### src/rtl/pipe_stage_buf_pkg.sv
// Shared types for handshaked pipeline stage registers: FSM state encoding and stage payloads.
package pipe_stage_buf_pkg;

    typedef enum logic [1:0] {
        PS_EMPTY,
        PS_MAIN,
        PS_SKID
    } pipe_state_t;

    typedef enum logic [3:0] {
        OP_NOP,
        OP_ADD,
        OP_SUB,
        OP_AND,
        OP_OR,
        OP_XOR,
        OP_LOAD,
        OP_STORE,
        OP_BRANCH
    } op_t;

    // id->ex payload; instantiate the buffer with WIDTH = $bits(id_ex_payload_t).
    typedef struct packed {
        op_t         op;
        logic [31:0] pc;
        logic [31:0] reg1;
        logic [31:0] reg2;
        logic        reg_we;
        logic [4:0]  reg_waddr;
    } id_ex_payload_t;

    localparam int unsigned OCC_W = 2;

    function automatic logic [OCC_W-1:0] state_occupancy(input pipe_state_t s);
        logic [OCC_W-1:0] occ;
        occ = 2'd0;
        case (s)
            PS_MAIN: occ = 2'd1;
            PS_SKID: occ = 2'd2;
            default: occ = 2'd0;
        endcase
        return occ;
    endfunction

endpackage

### src/rtl/pipe_stage_buf_sat_counter.sv
// Saturating up-counter with synchronous clear; used for back-pressure and other perf counters.
module sat_counter #(
    parameter int unsigned W = 16
) (
    input  logic         clk,
    input  logic         rst_n,
    input  logic         inc,
    input  logic         clr,
    output logic [W-1:0] count
);

    logic [W-1:0] count_q, count_d;

    always_comb begin
        count_d = count_q;
        if (clr) begin
            count_d = '0;
        end else if (inc && (count_q != {W{1'b1}})) begin
            count_d = count_q + {{(W-1){1'b0}}, 1'b1};
        end
    end

    always_ff @(posedge clk or negedge rst_n) begin
        if (!rst_n) begin
            count_q <= '0;
        end else begin
            count_q <= count_d;
        end
    end

    assign count = count_q;

endmodule

### src/rtl/pipe_stage_buf.sv
// Two-entry skid-buffered pipeline stage register with flush, bubble injection and
// a saturating back-pressure counter. in_ready comes straight from a flop.
module pipe_stage_buf
    import pipe_stage_buf_pkg::*;
#(
    parameter int unsigned     WIDTH  = 32,
    parameter logic [WIDTH-1:0] BUBBLE = '0,
    parameter int unsigned     CNT_W  = 16
) (
    input  logic             clk,
    input  logic             rst_n,
    input  logic             flush,
    input  logic             in_valid,
    input  logic [WIDTH-1:0] in_data,
    output logic             in_ready,
    output logic             out_valid,
    output logic [WIDTH-1:0] out_data,
    input  logic             out_ready,
    output logic [1:0]       occupancy,
    output logic [CNT_W-1:0] bp_count,
    input  logic             bp_clear
);

    pipe_state_t      state_q, state_d;
    logic [WIDTH-1:0] main_q, main_d;
    logic [WIDTH-1:0] skid_q, skid_d;
    logic             in_ready_q, in_ready_d;
    logic             in_fire, out_fire;

    assign out_valid = (state_q != PS_EMPTY);
    assign out_data  = main_q;
    assign in_ready  = in_ready_q;
    assign occupancy = state_occupancy(state_q);
    assign in_fire   = in_valid & in_ready_q;
    assign out_fire  = out_valid & out_ready;

    always_comb begin
        state_d = state_q;
        main_d  = main_q;
        skid_d  = skid_q;
        if (flush) begin
            // Anything accepted this cycle is discarded; a concurrent out_fire was delivered.
            state_d = PS_EMPTY;
            main_d  = BUBBLE;
            skid_d  = BUBBLE;
        end else begin
            unique case (state_q)
                PS_EMPTY: begin
                    if (in_fire) begin
                        state_d = PS_MAIN;
                        main_d  = in_data;
                    end
                end
                PS_MAIN: begin
                    if (in_fire && out_fire) begin
                        main_d = in_data;
                    end else if (in_fire) begin
                        state_d = PS_SKID;
                        skid_d  = in_data;
                    end else if (out_fire) begin
                        state_d = PS_EMPTY;
                        main_d  = BUBBLE;
                    end
                end
                PS_SKID: begin
                    if (out_fire) begin
                        state_d = PS_MAIN;
                        main_d  = skid_q;
                        skid_d  = BUBBLE;
                    end
                end
                default: begin
                    state_d = PS_EMPTY;
                    main_d  = BUBBLE;
                    skid_d  = BUBBLE;
                end
            endcase
        end
        in_ready_d = (state_d != PS_SKID);
    end

    always_ff @(posedge clk or negedge rst_n) begin
        if (!rst_n) begin
            state_q    <= PS_EMPTY;
            main_q     <= BUBBLE;
            skid_q     <= BUBBLE;
            in_ready_q <= 1'b1;
        end else begin
            state_q    <= state_d;
            main_q     <= main_d;
            skid_q     <= skid_d;
            in_ready_q <= in_ready_d;
        end
    end

    sat_counter #(
        .W(CNT_W)
    ) u_bp_cnt (
        .clk  (clk),
        .rst_n(rst_n),
        .inc  (out_valid & ~out_ready),
        .clr  (bp_clear),
        .count(bp_count)
    );

endmodule

### config.mk
export PLATFORM = sky130hd
export DESIGN_NAME = pipe_stage_buf
export DESIGN_NICKNAME = d
export VERILOG_FILES = /design/src/rtl/pipe_stage_buf_pkg.sv /design/src/rtl/pipe_stage_buf_sat_counter.sv /design/src/rtl/pipe_stage_buf.sv
export SDC_FILE = /design/constraint.sdc
export NUM_CORES = 1
export LEC_CHECK = 0
export CAP_MARGIN = 10
export CORE_MARGIN = 2
export CORE_UTILIZATION = 50
export DETAILED_ROUTE_END_ITERATION = 12
export PLACE_DENSITY = 0.8
export SKIP_CTS_REPAIR_TIMING = 1
export SLEW_MARGIN = 10
export SYNTH_ARGS = -nofsm -noshare
export SYNTH_HDL_FRONTEND = slang
export SYNTH_SLANG_ARGS = --single-unit
### constraint.sdc
create_clock -name clk -period 2.5 [get_ports clk]
set_clock_uncertainty 0.05 [all_clocks]
set_input_delay 0.5 -clock clk [delete_from_list [all_inputs] [get_ports clk]]
set_output_delay 0.5 -clock clk [all_outputs]
set_load 0.02 [all_outputs]
; Word level (Yosys, flattened, before mapping)
; Index checks and enable logic that the tools add are counted.
[totals]
regBits = 83
latchBits = 0
ram_bits = 0
rom_bits = 0
inputBits = 38
output_inout_bits = 52
elab_cells = 48
memories = 0
[op_classes]
addsub = 1
n_mul = 0
div_mod_pow = 0
n_lt_le_gt_ge = 0
n_eq_ne = 11
n_shift = 0
muxes = 20
n_bitwise = 4
reduce_logical = 7
[op_table]
columns = op, n
row1 = $mux 32, 8
row2 = $pmux 32 s3, 2
row3 = $mux 16, 2
row4 = $add 16x1->16 const B, 1
row5 = $ne 16x16->1 const B, 1
row6 = $mux 2, 6
row7 = $ne 3x3->1 const B, 4
row8 = $ne 4x4->1 const B, 2
row9 = $reduce_and 4->1, 2
row10 = $pmux 2 s3, 1
row11 = $ne 2x2->1 const B, 2
row12 = $pmux 2 s2, 1
row13 = $reduce_bool 2->1, 2
row14 = $and 1x1->1, 3
row15 = $eq 2x1->1 const B, 1
row16 = $eq 2x2->1 const B, 1
row17 = $logic_and 1x1->1, 2
row18 = $logic_not 2->1, 1
row19 = $not 1->1, 1

; Longest topological paths before layout
[logic_depth]
ltp_word = 8
ltp_mapped = 7
mapped_depth_nobuf = 5

; Hierarchy
; Synthesis repeated with hierarchy kept, for this count alone.
[unflattened]
cells_unflattened = 416
hier_area_um2 = 4461.8
[modules_own_cells]
columns = module, instances, cells_per_inst, area_each_um2, seq_area_each_um2
row1 = pipe_stage_buf, 1, 318, 3519.6, 1677.9
row2 = sat_counter, 1, 98, 942.2, 400.4

; Least setup slack after synthesis
; No wires, ideal clock.
[synth_path]
path_kind = input -> register
startpoint = in out_ready
endpoint = reg u_bp_cnt.count_q[15], in the netlist u_bp_cnt.count[15]
setup_ns = 0.078
arrival_ns = 1.859
t_required_ns = 2.372
slack_ns = 0.513
path_stages = 5
n_path_buf = 1
path_cell_list = buf_6 -> o21bai_4 -> or4_4 -> or4_1 -> a21oi_1
[synth_via]
elab_chain_len = 4
[synth_lines]
columns = item, line_no
row1 = start: declaration, pipe_stage_buf.sv:18  ; input logic out_ready,
row2 = $not 1->1, pipe_stage_buf.sv:101  ; .inc (out_valid & ~out_ready),
row3 = $and 1x1->1, pipe_stage_buf.sv:101
row4 = $logic_and 1x1->1, pipe_stage_buf_sat_counter.sv:18  ; end else if (inc && (count_q != {W{1'b1}})) begin
row5 = $reduce_bool 2->1 (no line), --
row6 = end signal: assignment, pipe_stage_buf_sat_counter.sv:27  ; count_q <= count_d;
row7 = end: declaration, pipe_stage_buf_sat_counter.sv:12  ; logic [W-1:0] count_q, count_d;
; No other way between the ends.
; A chain may end at the register's enable or synchronous reset.

; Worst setup path after layout
[layout_path]
startpoint = reg state_q[1]
endpoint = out occupancy[1]
[layout_via]
elab_chain_len = 2
word_cells_on_any_way = 3
classes_between = eq/ne (2) / mux (1)
[layout_lines]
columns = item, line_no
row1 = start: declaration, pipe_stage_buf.sv:24  ; pipe_state_t state_q, state_d;
row2 = start signal: assignment, pipe_stage_buf.sv:89  ; state_q <= state_d;
row3 = $eq 2x2->1 / $eq 2x1->1 (equally long branches), pipe_stage_buf_pkg.sv:37  ; case (s)
row4 = $pmux 2 s2 *, pipe_stage_buf_pkg.sv:37
row5 = end: declaration, pipe_stage_buf.sv:19  ; output logic [1:0] occupancy,
; Every way passes the cells marked *; elsewhere a longest branch is shown, timed or not.

==> summary.md <==
| Metric | Value |
|---|---|
| CP max stage cell | clkdlybuf4s50_1 |
| Syn_nets | about 410 |
| Post-DRT Antenna Nets | 0 |
| Setup-failing EPs final | 0 |
| Clk slew on worst S/H paths | approximately 0.090 ns |
| Grt ovf | 0 |
| Post-synthesis sequential area ratio | between 50 and 60% |
| Largest family of logic cells by synthesized area | compound AO/OA/AOI/OAI gates |
| First DRT Iteration DRCs | 168 |
| Fin crit share | 94.5% |
| Pwr dens | about 560 nW/um2 |
| Crit. End Element | output port |
| Top cell type by total area after synthesis | dfrtp_1 |
| Netlist cell types | 40 |
| Post-Synth XOR/XNOR Area | less than 1% |
| CTS tree | yes |
| Total number of vias | between 3000 and 4000 |
| Boundary Pins | 90 |
| Share of cells above drive strength 1 | between 10 and 15% |
| CP startpoint kind | flop |
| Largest net degree at the start of global routing | 44 |
| Drt first pass iters | 5 |
| Commonest non-fill, non-tap cells in the layout | clkdlybuf4s50_1, dfrtp_1, nand2_1, inv_1 |
| Final wirelength | about 9500 um |
| FMAX | ~420 MHz |
| Core area | 7650 um2 |
| Worst-path cell chain | nor2b_2 > clkdlybuf4s50_1 |
| Worst Path Buf+Inv | 1 |
| Internal power contribution | 0.00205 W |
| Syn Std Cell Area | around 3900 um2 |
| Worst Max-Slew Pin Slew | 0.873 ns |
| Lkg Pwr | 2.16 nW |
| TritonCTS Buffers | 9 |
| Post-synthesis mux area share | under 10% |
| Clock power frac | a little under a third |
| Worst-Skew Late Latency | about 0.34 ns |
| Final hold slack | approximately 0.075 ns |
| # rows | 32 |
| Initial core utilization | between 50% and 60% |
| Post-synthesis adder-cell area fraction | less than 1% |
| Area Growth Syn to Fin | 32.4% |
| Crit-path max FO | 11 |
| Final Hold Fails | 0 |
| Most common cell after layout, fill and taps aside | clkdlybuf4s50_1 |
| Delay-heaviest family, CP | buffers and inverters |
| Die Span Y | between 90 and 100 um |
| Post-DR wirelength/cell | between 15 and 20 um |
| Post-synth top area share | 52.3% |
| Max-slew headroom | 41.7% |
| Net Switching | 0.000842 W |
| Final min period | 2.36 ns |
| Simple-gate share of the synthesized area | a little under an eighth |
| Hold crit path type | in2async |
| Setup TNS | 0 ns |
| Max stage delay on crit path | a little over 0.6 ns |
| Die ar. | about 8600 um2 |
| Total track usage | a little under a quarter |
| Post-Synthesis Cells | around 380 |
| Combinational Power Share | ~18% |
| N_diodes | 0 |
| Max clock buf depth | 2 |
| Final cell count without fillers | between 500 and 600 |
| Largest cells by area after synthesis | dfrtp_1, mux2i_1, o2bb2ai_1, a22oi_1, nand2_1 |
| Vias in the first global route | 3304 |
| Synth Area in Compound Gates | between 20% and 30% |
| Slew Limit Fails | 0 |
| Nets | slightly above 500 |
| Switch share | 29.1% |
| Critical setup path kind | reg2out |
| DRC | 0 |
| Initial antenna violation count | 0 |
| IO Port Bufs | between 80 and 90 |
| First-pass GRT wire length | between 15000 and 20000 um |
| Seq pwr share | between 50 and 60% |
| H-tree Lvls | 3 |
| Clock Root Buffer | clkbuf_8 |
| RSZ-0062 raised after global routing | no |
| MaxCap Viol Count | 0 |
| DP Wirelength | approximately 6400 um |
| Chip Width | between 90 and 100 um |
| Vias per cell | ~5.7 |
| Run status | complete, no violations |
| Avg Inst Size Synth | 10.5 um2 |
| Inst Count DP | ~560 |
| WP data required | roughly 2.0 ns |
| Worst vdd ir | roughly 0.00034 V |
| Synth warn | 0 |
| CTS sink count | 83 |
| Routability Congestion | 0.877 |
| Flops & latches, synth | 83 |
| Arrival @ worst endpoint | around 1.8 ns |
power by group through the flow:
| stage | sequential, W | clock, W | combinational [W] |
|---|---|---|---|
| 2_1_floorplan | 0.00152 | 0 | 0.000205 |
| 3_3_place_gp | 0.00148 | 0 | 0.000511 |
| 3_5_place_dp | 0.00148 | 0 | 0.000525 |
| 4_1_cts | 0.00146 | 0.000930 | 0.000527 |
| 5_1_grt | 0.00147 | 0.00100 | 0.000567 |
| 6_report | 0.00146 | 0.000916 | 0.000523 |
final timing paths:
| path | start | end | slack [ns] | depth (start not counted) |
|---|---|---|---|---|
| max in group asynchronous | rst_n | skid_q[19] | 1.70 | 2 |
| min in group clk | out_data[21] | out_data[21] | 0.45 | 1 |
| setup reg to reg | state_q[1] | out_data[10] | 0.41 | 5 |
| hold / removal | rst_n | u_bp_cnt.count[7] | 0.08 | 1 |
| setup / recovery | state_q[1] | occupancy[1] | 0.14 | 2 |
| hold reg to reg | out_data[21] | out_data[21] | 0.45 | 1 |
metrics by stage:
| step | power (W) | area [um2] | worst slack (ns) | utilization (%) |
|---|---|---|---|---|
| 6_report | 0.00290 | 5190 | 0.137 | 67.9 |
| 5_1_grt | 0.00303 | 5190 | 0.0794 | 67.9 |
| 4_1_cts | 0.00291 | 5190 | 0.0549 | 67.8 |
| 3_5_place_dp | 0.00201 | 5000 | 0.0463 | 65.4 |
| 3_3_place_gp | 0.00199 | 5000 | 0.116 | 65.4 |
| 2_1_floorplan | 0.00173 | 3920 | 0.513 | - |
layout make-up:
class / instances / area, um2
repair buffers: 106 / 1040
fillers: 602 / 2460
well taps: 102 / 128
inverters: 36 / 135
clock buffers: 10 / 138
flip-flops and latches: 83 / 2080
clock inverters: 6 / 48.8
multi-input cells: 228 / 1620
logic make-up (layout without fill, tap and decap cells):
family	Yosys count	in the layout
and+or+nand+nor	87	87
xor gates and xnor gates	1	1
muxes	32	32
adders and majority gates	1	1
buffers and inverters	64	158
DFF	83	83
AOI/OAI and AO/OA	107	107
cell usage after synthesis, drive strengths merged:
cell,number
nand2,45
nand3,6
o2bb2ai,32
and4,1
o21ba,1
and3,2
nor3,1
inv,36
ha,1
a21oi,18
a2bb2oi,1
nor4,1
nor2b,2
nand4,4
o2111ai,1
nor2,3
clkbuf,20
dfrtp,82
or2,1
o21bai,2
a32oi,1
mux2i,32
dfstp,1
o31ai,11
nand3b,2
a22oi,32
a21o,2
or3,6
nand2b,1
buf,8
o21ai,5
a31oi,1
or4,12
xnor2,1
state kept, by name (all words and copies together) (netlist names):
| name | flops |
|---|---|
| u_bp_cnt.count | 16 |
| skid_q | 32 |
| in_ready | 1 |
| state_q | 2 |
| out_data | 32 |
routing by layer:
| layer | share of wire [%] | vias up | wire, um | global-route usage [%] |
|---|---|---|---|---|
| met4 | 0.85 | 0 | 80 | 7.21 |
| met3 | 3.7 | 4 | 351 | 3.34 |
| met5 | 0 | - | 0 | 0 |
| met2 | 50 | 87 | 4690 | 37.3 |
| met1 | 46 | 1616 | 4330 | 33.8 |
| li1 | - | 1543 | - | - |
(Power assumes the default switching activity.)
